**src/rtl/product_bcd_converter.sv**
```systemverilog
`default_nettype none
// ============================================================================
//  Module      : product_bcd_converter
//  Description : Takes the signed two's-complement product from the Booth
//                multiplier, splits it into sign and magnitude, and converts
//                the magnitude to packed BCD by sequential double-dabble
//                (shift-add-3). Start/ready handshake, one conversion at a
//                time. Results feed the seven-segment display driver.
//  Revision    : 1.0  initial release
// ============================================================================
module product_bcd_converter #(
    parameter int WORD_LENGTH = 8,
    parameter int DIGITS      = 5
) (
    input  logic                       clk,
    input  logic                       reset,
    input  logic                       start,
    input  logic [2*WORD_LENGTH-1:0]   Product,
    output logic                       busy,
    output logic                       ready,
    output logic                       Sign,
    output logic [4*DIGITS-1:0]        BCD
);

    // ------------------------------------------------------------------------
    // Derived widths and constants
    // ------------------------------------------------------------------------
    localparam int c_pw = 2 * WORD_LENGTH;          // product width
    localparam int c_bw = 4 * DIGITS;               // packed BCD width
    localparam int c_cw = $clog2(c_pw) + 1;         // shift counter width

    // Counter value during the final shift; the FSM leaves SHIFT on this edge.
    localparam logic [c_cw-1:0] c_last_shift = c_cw'(c_pw - 1);
    localparam logic [c_cw-1:0] c_cnt_one    = c_cw'(1);
    localparam logic [c_pw-1:0] c_one        = c_pw'(1);

    // State encoding
    localparam logic [1:0] c_st_idle  = 2'd0;
    localparam logic [1:0] c_st_load  = 2'd1;
    localparam logic [1:0] c_st_shift = 2'd2;
    localparam logic [1:0] c_st_done  = 2'd3;

    // ------------------------------------------------------------------------
    // Declarations
    // ------------------------------------------------------------------------
    logic [1:0]      r_state;
    logic [1:0]      w_next_state;

    logic [c_pw-1:0] r_product;      // product captured with start
    logic            r_sign;         // sign of the conversion in flight
    logic [c_pw-1:0] r_mag;          // magnitude shift register
    logic [c_bw-1:0] r_bcd;          // BCD working register (never shown)
    logic [c_cw-1:0] r_count;        // shifts completed so far

    logic [c_bw-1:0] r_bcd_out;      // output result registers: only
    logic            r_sign_out;     // updated on entry to DONE

    logic [c_pw-1:0] w_mag_abs;
    logic [c_bw-1:0] w_bcd_adj;
    logic [c_bw-1:0] w_bcd_shift;
    logic [c_pw-1:0] w_mag_shift;
    logic            w_last;

    // ------------------------------------------------------------------------
    // Datapath combinational helpers
    // ------------------------------------------------------------------------

    // Two's-complement negate for negative products. The most negative value
    // wraps onto itself, which read as unsigned is exactly its magnitude.
    assign w_mag_abs = r_product[c_pw-1] ? (~r_product + c_one) : r_product;

    // Add-3 correction per digit, applied before every shift so that a digit
    // of 5..9 carries correctly into the next digit after doubling.
    for (genvar g = 0; g < DIGITS; g++) begin : g_digit
        assign w_bcd_adj[4*g +: 4] = (r_bcd[4*g +: 4] >= 4'd5) ?
                                     (r_bcd[4*g +: 4] + 4'd3) :
                                      r_bcd[4*g +: 4];
    end

    // {bcd, mag} shifted left by one as a single concatenated register.
    assign w_bcd_shift = {w_bcd_adj[c_bw-2:0], r_mag[c_pw-1]};
    assign w_mag_shift = {r_mag[c_pw-2:0], 1'b0};
    assign w_last      = (r_count == c_last_shift);

    // ------------------------------------------------------------------------
    // FSM state register
    // ------------------------------------------------------------------------
    always_ff @(posedge clk) begin
        if (!reset) begin
            r_state <= c_st_idle;
        end else begin
            r_state <= w_next_state;
        end
    end

    // ------------------------------------------------------------------------
    // FSM next-state logic; start outside IDLE is simply not looked at
    // ------------------------------------------------------------------------
    always_comb begin
        w_next_state = r_state;
        case (r_state)
            c_st_idle: begin
                if (start) begin
                    w_next_state = c_st_load;
                end
            end
            c_st_load: begin
                w_next_state = c_st_shift;
            end
            c_st_shift: begin
                if (w_last) begin
                    w_next_state = c_st_done;
                end
            end
            c_st_done: begin
                w_next_state = c_st_idle;
            end
            default: begin
                w_next_state = c_st_idle;
            end
        endcase
    end

    // ------------------------------------------------------------------------
    // FSM outputs decoded from the current state
    // ------------------------------------------------------------------------
    always_comb begin
        busy  = 1'b0;
        ready = 1'b0;
        case (r_state)
            c_st_load:  busy  = 1'b1;
            c_st_shift: busy  = 1'b1;
            c_st_done:  ready = 1'b1;
            default: begin
                busy  = 1'b0;
                ready = 1'b0;
            end
        endcase
    end

    // ------------------------------------------------------------------------
    // Datapath registers: capture, load, shift and publish the result
    // ------------------------------------------------------------------------
    always_ff @(posedge clk) begin
        if (!reset) begin
            r_product  <= '0;
            r_sign     <= 1'b0;
            r_mag      <= '0;
            r_bcd      <= '0;
            r_count    <= '0;
            r_bcd_out  <= '0;
            r_sign_out <= 1'b0;
        end else begin
            case (r_state)
                c_st_idle: begin
                    if (start) begin
                        r_product <= Product;
                    end
                end
                c_st_load: begin
                    r_sign  <= r_product[c_pw-1];
                    r_mag   <= w_mag_abs;
                    r_bcd   <= '0;
                    r_count <= '0;
                end
                c_st_shift: begin
                    r_bcd   <= w_bcd_shift;
                    r_mag   <= w_mag_shift;
                    r_count <= r_count + c_cnt_one;
                    // The final shifted value goes straight to the outputs
                    // on the same edge that enters DONE.
                    if (w_last) begin
                        r_bcd_out  <= w_bcd_shift;
                        r_sign_out <= r_sign;
                    end
                end
                default: begin
                    r_count <= r_count;
                end
            endcase
        end
    end

    assign BCD  = r_bcd_out;
    assign Sign = r_sign_out;

endmodule
`default_nettype wire

```
**config.mk**
```make
export PLATFORM = sky130hd
export DESIGN_NAME = product_bcd_converter
export DESIGN_NICKNAME = d
export VERILOG_FILES = /design/src/rtl/product_bcd_converter.sv
export SDC_FILE = /design/constraint.sdc
export NUM_CORES = 1
export LEC_CHECK = 0
export CAP_MARGIN = 20
export CORE_MARGIN = 4
export CORE_UTILIZATION = 34
export DETAILED_ROUTE_END_ITERATION = 7
export DONT_BUFFER_PORTS = 1
export PLACE_DENSITY = 0.53
export SETUP_SLACK_MARGIN = 0.3
export SKIP_CTS_REPAIR_TIMING = 1
export SYNTH_ARGS = -nofsm -noshare
export SYNTH_HDL_FRONTEND = slang
export SYNTH_SLANG_ARGS = --single-unit
export TNS_END_PERCENT = 1
```
**constraint.sdc**
```tcl
create_clock -name clk -period 4.6 [get_ports clk]
set_input_delay 0.92 -clock clk [delete_from_list [all_inputs] [get_ports clk]]
set_output_delay 0.92 -clock clk [all_outputs]
set_load 0.005 [all_outputs]
```
==> results of run 1 <==
[cells in the final DEF, fill, tap and decap left out, types with 5 or more instances in the layout]
master     instances
nor2_1            10
and2_1            31
o22ai_1           15
dfxtp_1           81
nand3_1            8
nand2b_1           5
mux2i_1            8
o21ai_0           26
clkbuf_16          9
a21oi_1           19
nor2b_1           13
inv_1             28
mux2_2             5
xnor2_1           11
nand3b_1           8
nor3b_1            8
nand2_1           65
ha_1              17
xor2_1             7
o31ai_1           11
a21boi_0          20
[through the flow]
step                worst slack (ns)  utilization  cell area [um^2]  total power [mW]
finish                         2.144       0.3817              4395             2.148
detailed placement             2.030       0.3569              4110             1.474
floorplan                      2.751            -              4050             1.361
global placement               2.144       0.3569              4110             1.459
CTS                            2.025       0.3817              4395             2.185
global route                   1.832       0.3817              4395             2.295
[Yosys cell counts (all sizes together)]
cell and count:
nor3 3, xor2 7, or4 2, nand2b 5, o211ai 3, nand3 8
or4b 1, a2bb2oi 3, a32oi 4, o21a 4, o41ai 5, nor3b 8
clkbuf 27, or2 2, a31oi 1, a21boi 20, or3 1, ha 17
and3 2, nor2 10, nand3b 8, buf 6, mux2 5, o31ai 11
o22ai 15, nor2b 13, nand2 65, o221ai 4, nand4 4, xnor2 11
inv 28, mux2i 8, o21ai 26, o221a 1, a21oi 19, nor4 1
dfxtp 81, and2 34, o211a 4
[layout make-up]
cell class                      count  share of cell area
Clock buffer                       11             0.05522
Sequential cell                    81              0.3689
Clock inverter                      3            0.009678
Tap cell                          143             0.04071
Multi-Input combinational cell    335              0.4981
Timing Repair Buffer                2            0.003416
Inverter                           28             0.02391
[worst register-to-register path: cells and delay by family, from the launching register on]
family | cells | cell delay (ns)
AO/OA/AOI/OAI | 1 | 0.16
adder cells (fa/ha/maj) | 1 | 0.73
buffers and inverters | 1 | 0.09
flip-flops | 1 | 0.34
AND/OR/NAND/NOR | 2 | 1.04
[per-layer routing]
metal,routed length (um),vias up
li1,-,1598
met1,3927,1439
met2,3989,68
met3,389,8
met4,106,0
met5,0,-
[power breakdown]
group / switching [mW] / total, mW / leakage (nW) / internal, mW
clock: 0.272 / 0.700 / 0.137 / 0.428
sequential: 0.0669 / 0.841 / 0.656 / 0.774
combinational: 0.385 / 0.606 / 0.790 / 0.221
total: 0.724 / 2.15 / 1.58 / 1.42
[registers in the layout, indices dropped and copies added, names as in the netlist]
signal,count
Sign,1
BCD,20
r_sign,1
r_count,5
r_product,16
r_state,2
r_bcd,20
r_mag,16
[logic make-up after synthesis]
| family | count (synthesis) | share of synthesized area |
|---|---|---|
| and+or+nand+nor | 167 | 0.2156 |
| buffers and inverters | 61 | 0.05901 |
| adders and majority gates | 17 | 0.05252 |
| muxes | 13 | 0.03367 |
| xor gates and xnor gates | 18 | 0.03892 |
| AOI/OAI and AO/OA | 120 | 0.1999 |
| DFF | 81 | 0.4004 |
[worst max-delay path by stage]
| stage | startpoint | endpoint | slack [ns] | depth (start not counted) |
|---|---|---|---|---|
| after floorplan | r_product[5]$_SDFFE_PN0P_ | r_mag[13]$_SDFFE_PN0P_ | 2.75 | 6 |
| after global placement | r_state[0]$_SDFFE_PN0P_ | BCD[5]$_SDFFE_PN0P_ | 2.14 | 5 |
| after detailed placement | r_state[0]$_SDFFE_PN0P_ | BCD[13]$_SDFFE_PN0P_ | 2.03 | 5 |
| after CTS | r_state[0]$_SDFFE_PN0P_ | BCD[13]$_SDFFE_PN0P_ | 2.02 | 5 |
| after global routing | r_state[0]$_SDFFE_PN0P_ | BCD[6]$_SDFFE_PN0P_ | 1.83 | 6 |
| final | r_state[0]$_SDFFE_PN0P_ | BCD[13]$_SDFFE_PN0P_ | 2.14 | 5 |
==> flow_summary.json, run 1 <==
{
  "syn_inst": 477,
  "powerDensity_mw_per_mm2": 488.6,
  "die-width_um": 117.1,
  "critPathCaptureType": "flop",
  "globalplace.congestion": 0.7288,
  "cts_tree": "yes",
  "grt_use_total": 0.1294,
  "met2_usage": 0.2138,
  "critPathMaxFanout": 27,
  "wl_um": 8413,
  "setup_tns_ns": 0,
  "rows": 39,
  "synth_nets": 513,
  "cp_num_buf_inv": 1,
  "via_count": 3113,
  "synth.distinct_cells": 44,
  "finalCritPeriodShare": 0.5339,
  "synth_top_area_share": 0.4004,
  "drtAntennaViolNets": 0,
  "grt_max_degree": 87,
  "drtPass1Iterations": 4,
  "fin_crit_ns": 2.456,
  "antenna_cells": 0,
  "wl_per_cell_um": 13.95,
  "cts_buffers": 9,
  "antenna_found_initial": 0,
  "busiest_layer": "met2",
  "cp_slowest_stage_delay_ns": 0.73,
  "power_leakage_nw": 1.583,
  "yosys.area.top_type": "dfxtp_1",
  "whs_endpoint": "Sign$_SDFFE_PN0P_",
  "reg2reg_slack_ns": 2.14,
  "rsz0062_at_grt": "no",
  "critPathSlowestCell": "ha_1",
  "nets": 493,
  "clkSinkCount": 81,
  "hold_ws_ns": 0.4791,
  "drv_cap": 0,
  "syn_to_final_growth_pct": 8.527,
  "slew-limit-headroom": 0.4170,
  "crit_chain": "inv_1, ha_1, nand2_1, and2_0, o21a_1",
  "drc_errors": 0,
  "design.core.area_mm2": 0.01152,
  "grt_use_met3": 0.03753,
  "final-seq-area_mm2": 0.001622,
  "dp_cells": 589,
  "insertion_delay_ns": 0.34,
  "clock-root-buffer": "clkbuf_16",
  "finalClockSkew_ns": 0.004703,
  "clk_pin_slew_worst_paths_ns": 0.06,
  "ys.warnings.count": 0,
  "worstPathArrival_ns": 2.69,
  "max_freq_mhz": 407.2,
  "critPathKind": "reg2reg",
  "r2r-start": "r_state[0]$_SDFFE_PN0P_",
  "nFillCells": 1222,
  "port_buffers": 0,
  "yosysSeqAreaShare": 0.4004,
  "hold_start": "r_sign$_SDFFE_PN0N_",
  "cp.required_ns": 4.83,
  "initial_core_util": 0.3517,
  "start_kind": "flop",
  "vias_per_cell": 5.163,
  "ios": 42,
  "min_path_type": "reg2reg",
  "die-area_mm2": 0.01372,
  "slew_viol_final": 0,
  "netlist_area_mm2": 0.004050,
  "crit_family": "simple AND/OR/NAND/NOR gates",
  "hold_path_depth": 2,
  "reg2reg_depth": 5,
  "grt_pass1_vias": 2948,
  "r2r-end": "BCD[13]$_SDFFE_PN0P_",
  "outcome": "completed",
  "clockBufferDepth": 2,
  "grt_pass1_wl_um": 14080,
  "htreeDepth": 3,
  "multi_input_area_mm2": 0.002190,
  "first_iter_violations": 165,
  "drive_gt1_frac": 0.05435,
  "peakVddDrop_mv": 0.2818,
  "met1_usage": 0.1617,
  "setup_viol": 0,
  "die-height_um": 117.1,
  "synthTopCellsByArea": "dfxtp_1 (40%), nand2_1 (6.0%), ha_1 (5.3%)",
  "final_cells": 603,
  "place_hpwl_um": 5645,
  "hold_viol": 0,
  "grt_overflow_total": 0,
  "worst_pin_slew_ns": 0.8745,
  "synth.avg_cell_area_um2": 8.491,
  "ys_ff_latch": 81
}
Note: power is estimated with default switching activity, not from simulation.
==> inputs of run 2 (changes only) <==
--- a/config.mk
+++ b/config.mk
@@ -5,6 +5,7 @@
 export SDC_FILE = /design/constraint.sdc
 export NUM_CORES = 1
 export LEC_CHECK = 0
+export ABC_AREA = 1
 export CAP_MARGIN = 20
 export CORE_MARGIN = 4
 export CORE_UTILIZATION = 34
==> constraint.sdc (replaced) <==
create_clock -name clk -period 2.4 [get_ports clk]
set_input_delay 0.48 -clock clk [delete_from_list [all_inputs] [get_ports clk]]
set_output_delay 0.48 -clock clk [all_outputs]
set_load 0.005 [all_outputs]
==> flow_summary.json, run 2 <==
{
  "outcome": "completed",
  "htreeDepth": 3,
  "cts_tree": "yes",
  "drc_errors": 0,
  "p_sw_frac": 0.3468,
  "met2_usage": 0.2124,
  "critPathCaptureType": "flop",
  "port_buffers": 0,
  "synth_enable_flop_cells": 0,
  "pre_cts_ws_ns": 0.5049,
  "setup_viol": 0,
  "grt_use_met3": 0.03940,
  "synth_top_flop_cell": "dfxtp_1",
  "start_kind": "flop",
  "place_hpwl_um": 6073,
  "drtAntennaViolNets": 0,
  "setup_ws_ns": 0.5272,
  "globalplace.congestion": 0.8062,
  "antenna_found_initial": 0,
  "intPower_mw": 2.819,
  "clock-root-buffer": "clkbuf_16",
  "grt_use_total": 0.1286,
  "cts_buffers": 9,
  "clkSinkCount": 81,
  "clockBufferDepth": 2,
  "synth_top_area_share": 0.3968,
  "netlist_area_mm2": 0.004086,
  "slew_viol_final": 0,
  "ys_ff_latch": 81,
  "power_frac_clock": 0.324,
  "synth_most_common_cell": "nand2_1",
  "powerDensity_mw_per_mm2": 957.5,
  "drtPass1Iterations": 4,
  "setup_tns_ns": 0,
  "final_cells": 700,
  "synth_nets": 595,
  "min_path_type": "in2reg",
  "fin_crit_ns": 1.873,
  "comb_power_share": 0.300,
  "wl_per_cell_um": 12.14,
  "critPathMaxFanout": 14,
  "finalClockSkew_ns": 0.006684,
  "synth_common_cells": "nand2_1 (92), dfxtp_1 (81), inv_1 (66)",
  "first_iter_violations": 150,
  "vias_per_cell": 4.750,
  "met1_usage": 0.1635,
  "max_freq_mhz": 534.0,
  "rows": 39,
  "drive_gt1_frac": 0.1275,
  "insertion_delay_ns": 0.33,
  "yosys.area.top_type": "dfxtp_1",
  "power_leakage_nw": 1.835,
  "yosysSeqAreaShare": 0.3968,
  "worstPathArrival_ns": 2.14,
  "syn_to_final_growth_pct": 10.32,
  "ys.warnings.count": 0,
  "reg2reg_slack_ns": 0.53,
  "synth.distinct_cells": 34,
  "nets": 588,
  "drv_cap": 0,
  "peakVddDrop_mv": 0.4745,
  "power_mw": 4.316,
  "nFillCells": 1234,
  "layout_common_cells": "nand2_1 (92), dfxtp_1 (81), inv_1 (66)",
  "slew-limit-headroom": 0.5737,
  "cp.required_ns": 2.67,
  "worst_pin_slew_ns": 0.6379,
  "syn_inst": 559,
  "design.core.area_mm2": 0.01161,
  "clk_pin_slew_worst_paths_ns": 0.06,
  "p_sw_mw": 1.497,
  "die-area_mm2": 0.01384,
  "hold_viol": 0,
  "busiest_layer": "met2",
  "wl_um": 8500,
  "rsz0062_at_grt": "no",
  "dp_cells": 684,
  "via_count": 3325,
  "grt_max_degree": 31,
  "antenna_cells": 0,
  "grt_overflow_total": 0,
  "die-width_um": 117.6,
  "mostFrequentLayoutCell": "nand2_1",
  "synth.avg_cell_area_um2": 7.310,
  "die-height_um": 117.6,
  "seqPwrFrac": 0.376,
  "critPathKind": "reg2reg",
  "finalCritPeriodShare": 0.7803,
  "grt_pass1_vias": 3230,
  "synthTopCellsByArea": "dfxtp_1 (40%), nand2_1 (8.5%), o21ai_0 (7.5%)",
  "initial_core_util": 0.3519,
  "grt_pass1_wl_um": 15040,
  "ios": 42,
  "async_reset_ff_frac": 0
}
==> run 2: final cells by class <==
class                   count  area, um^2  share of cell area
inverters                  79       296.5             0.06578
multi-input cells         373        2029              0.4502
well taps                 143       178.9             0.03969
clock inverters             2       35.03            0.007771
repair buffers              8       72.57             0.01610
clock buffers              14       274.0             0.06078
flip-flops and latches     81        1622              0.3597
==> run 2: kinds of logic (layout without fill, tap and decap cells) <==
logic type	Yosys count	in the layout	share of synthesized area
adder cells (fa/ha/maj)	17	17	0.05205
XOR/XNOR	6	6	0.02021
buffers and inverters	105	103	0.1065
AO/OA/AOI/OAI	145	145	0.1941
flip-flops	81	81	0.3968
AND/OR/NAND/NOR	205	205	0.2303
==> run 2: layer usage <==
layer | vias up | wire length, um
met5 | - | 0
met4 | 0 | 72
met3 | 10 | 366
met2 | 59 | 3966
met1 | 1468 | 4094
li1 | 1788 | -
==> run 2: path summary, 6_finish.rpt <==
kind / to / start / cells after the start
worst min register to register: r_bcd[7]$_SDFFE_PN0P_ / r_bcd[7]$_SDFFE_PN0P_ / 2
worst min-delay path: Sign$_SDFFE_PN0P_ / reset / 2
worst max-delay path: r_mag[1]$_SDFFE_PN0P_ / r_state[0]$_SDFFE_PN0P_ / 8
worst max register to register: r_mag[1]$_SDFFE_PN0P_ / r_state[0]$_SDFFE_PN0P_ / 8
==> run 2: power groups by stage <==
stage	clock (mW)	sequential, mW	combinational, mW
final	1.40	1.62	1.29
after floorplan	0	1.63	1.08
after global routing	1.50	1.64	1.49
after CTS	1.44	1.62	1.31
after global placement	0	1.65	1.28
after detailed placement	0	1.65	1.31
==> run 2: critical path: stages, from the launching register on <==
cell     delay, ns
dfxtp_1       0.36
inv_1         0.09
ha_1          0.45
inv_2         0.07
nor2_2        0.40
o21ai_0       0.16
a21oi_1       0.15
nor2_1        0.05
nor2_1        0.07
==> run 2: per-stage QoR <==
step	hold slack, ns	util	area [um^2]
final	0.2889	0.3882	4508
after global routing	0.2791	0.3882	4508
after CTS	0.2816	0.3882	4508
after detailed placement	0.4574	0.3616	4199
after global placement	0.4539	0.3616	4199
after floorplan	0.4400	-	4086
==> inputs of run 3 (changes only) <==
--- a/config.mk
+++ b/config.mk
@@ -11,7 +11,7 @@
 export CORE_UTILIZATION = 34
 export DETAILED_ROUTE_END_ITERATION = 7
 export DONT_BUFFER_PORTS = 1
-export PLACE_DENSITY = 0.53
+export PLACE_DENSITY = 0.55
 export SETUP_SLACK_MARGIN = 0.3
 export SKIP_CTS_REPAIR_TIMING = 1
 export SYNTH_ARGS = -nofsm -noshare
==> constraint.sdc (replaced) <==
create_clock -name clk -period 1.63 [get_ports clk]
set_input_delay 0.326 -clock clk [delete_from_list [all_inputs] [get_ports clk]]
set_output_delay 0.326 -clock clk [all_outputs]
set_load 0.005 [all_outputs]
==> flow_summary.json, run 3 (synthesis results as in run 2) <==
{
  "outcome": "completed",
  "max_freq_mhz": 671.5,
  "cts_buffers": 9,
  "design.core.area_mm2": 0.01161,
  "grt_use_total": 0.1287,
  "comb_power_share": 0.359,
  "p_sw_frac": 0.3409,
  "crit_family": "flip-flops",
  "setup_ws_ns": 0.1408,
  "port_buffers": 0,
  "start_kind": "flop",
  "die-width_um": 117.6,
  "vias_per_cell": 4.773,
  "utilization": 0.4183,
  "critPathSlowestCell": "dfxtp_2",
  "place_area_mm2": 0.004339,
  "syn_to_final_growth_pct": 18.89,
  "clock-root-buffer": "clkbuf_16",
  "layout_common_cells": "nand2_1 (90), dfxtp_1 (69), inv_1 (63)",
  "clk_pin_slew_worst_paths_ns": 0.06,
  "seqPwrFrac": 0.344,
  "first_iter_violations": 124,
  "hold_ws_ns": 0.1325,
  "r2r-end": "r_bcd[6]$_SDFFE_PN0P_",
  "rsz0062_at_grt": "yes",
  "place_hpwl_um": 6223,
  "critPathCaptureType": "output port",
  "insertion_delay_ns": 0.34,
  "final_cells": 718,
  "r2r-start": "r_bcd[4]$_SDFFE_PN0P_",
  "clkSinkCount": 81,
  "clockBufferDepth": 2,
  "antenna_found_initial": 0,
  "hold_start": "reset",
  "crit_chain": "inv_2, ha_4, buf_6",
  "pre_cts_ws_ns": 0.06201,
  "reg2reg_slack_ns": 0.17,
  "ios": 42,
  "grt_overflow_total": 0,
  "htreeDepth": 3,
  "rows": 39,
  "cp_slowest_stage_delay_ns": 0.35,
  "fin_crit_ns": 1.489,
  "cp_num_buf_inv": 2,
  "worst_pin_slew_ns": 0.4322,
  "drive_gt1_frac": 0.2104,
  "via_count": 3427,
  "globalplace.congestion": 0.8227,
  "drv_cap": 0,
  "finalClockSkew_ns": 0.004373,
  "finalInstanceArea_mm2": 0.004858,
  "reg2reg_depth": 8,
  "die-area_mm2": 0.01384,
  "powerDensity_mw_per_mm2": 1435,
  "worstPathArrival_ns": 1.16,
  "critPathKind": "reg2out",
  "mostFrequentLayoutCell": "nand2_1",
  "min_path_type": "in2reg",
  "wl_um": 9021,
  "setup_viol": 0,
  "finalCritPeriodShare": 0.9136,
  "cp.depth": 3,
  "drc_errors": 0,
  "crit_start": "r_state[0]$_SDFFE_PN0P_",
  "p_sw_mw": 2.377,
  "power_leakage_nw": 1.969,
  "critPathMaxFanout": 6,
  "grt_pass1_wl_um": 14840,
  "cp.required_ns": 1.30,
  "initial_core_util": 0.3519,
  "drtPass1Iterations": 4,
  "cts_tree": "yes",
  "die-height_um": 117.6,
  "slew-limit-headroom": 0.7088,
  "power_frac_clock": 0.297,
  "grt_max_degree": 36,
  "hold_viol": 0,
  "nets": 606,
  "peakVddDrop_mv": 0.9735,
  "intPower_mw": 4.596,
  "antenna_cells": 0,
  "slew_viol_final": 0,
  "drtAntennaViolNets": 0,
  "endpoint": "busy",
  "grt_pass1_vias": 3218,
  "wl_per_cell_um": 12.56,
  "dp_cells": 691
}
## run 3: cell count changes in the layout (fill, tap and decap cells not counted), moves of 5 or more
cell	change
o21ai_0	-14
dfxtp_1	-12
o21ai_1	+10
buf_4	+9
dfxtp_2	+8
buf_12	+5
## run 3: how the worst min path moves through the flow
stage | endpoint | slack (ns) | cells past startpoint
2_1_floorplan | r_bcd[0]$_SDFFE_PN0P_ | 0.44 | 2
3_5_place_dp | r_bcd[7]$_SDFFE_PN0P_ | 0.45 | 2
3_3_place_gp | r_bcd[11]$_SDFFE_PN0P_ | 0.45 | 2
4_1_cts | r_count[0]$_SDFFE_PN0P_ | 0.11 | 1
5_1_grt | r_count[0]$_SDFFE_PN0P_ | 0.11 | 1
6_report | BCD[0]$_SDFFE_PN0P_ | 0.13 | 2
## run 3: cell type report
| type | instances | area, um^2 |
|---|---|---|
| repair inverters | 2 | 17.52 |
| repair buffers | 24 | 256.5 |
| inverters | 79 | 309.0 |
| multi-input cells | 373 | 2141 |
| clock inverters | 2 | 35.03 |
| well taps | 143 | 178.9 |
| flip-flops and latches | 81 | 1647 |
| fillers | 1203 | 6755 |
| clock buffers | 14 | 274.0 |
## run 3: worst register-to-register path, cell delays in order, from the launching register on
cell and delay [ns]:
dfxtp_4 0.35, inv_1 0.05, ha_1 0.20, or2_4 0.28, nand3_4 0.09, nor2_2 0.04
a21oi_2 0.16, nand2_1 0.09, a21oi_2 0.12
## run 3: layer usage
layer	routed length, um	track usage
met5	0	0
met3	350	0.03748
met4	169	0.04396
met1	4254	0.1542
met2	4247	0.2203
## run 3: per-stage QoR
step | power, mW | TNS, ns
6_report | 6.974 | 0
5_1_grt | 7.447 | 0
4_1_cts | 6.864 | -0.01967
3_5_place_dp | 4.740 | 0
3_3_place_gp | 4.703 | 0
2_1_floorplan | 4.098 | 0
## run 3: power groups by stage
| stage | sequential [mW] | clock (mW) | combinational, mW |
|---|---|---|---|
| after global placement | 2.43 | 0 | 2.28 |
| after floorplan | 2.40 | 0 | 1.70 |
| final | 2.40 | 2.07 | 2.50 |
| after global routing | 2.43 | 2.22 | 2.79 |
| after detailed placement | 2.43 | 0 | 2.31 |
| after CTS | 2.39 | 2.15 | 2.32 |
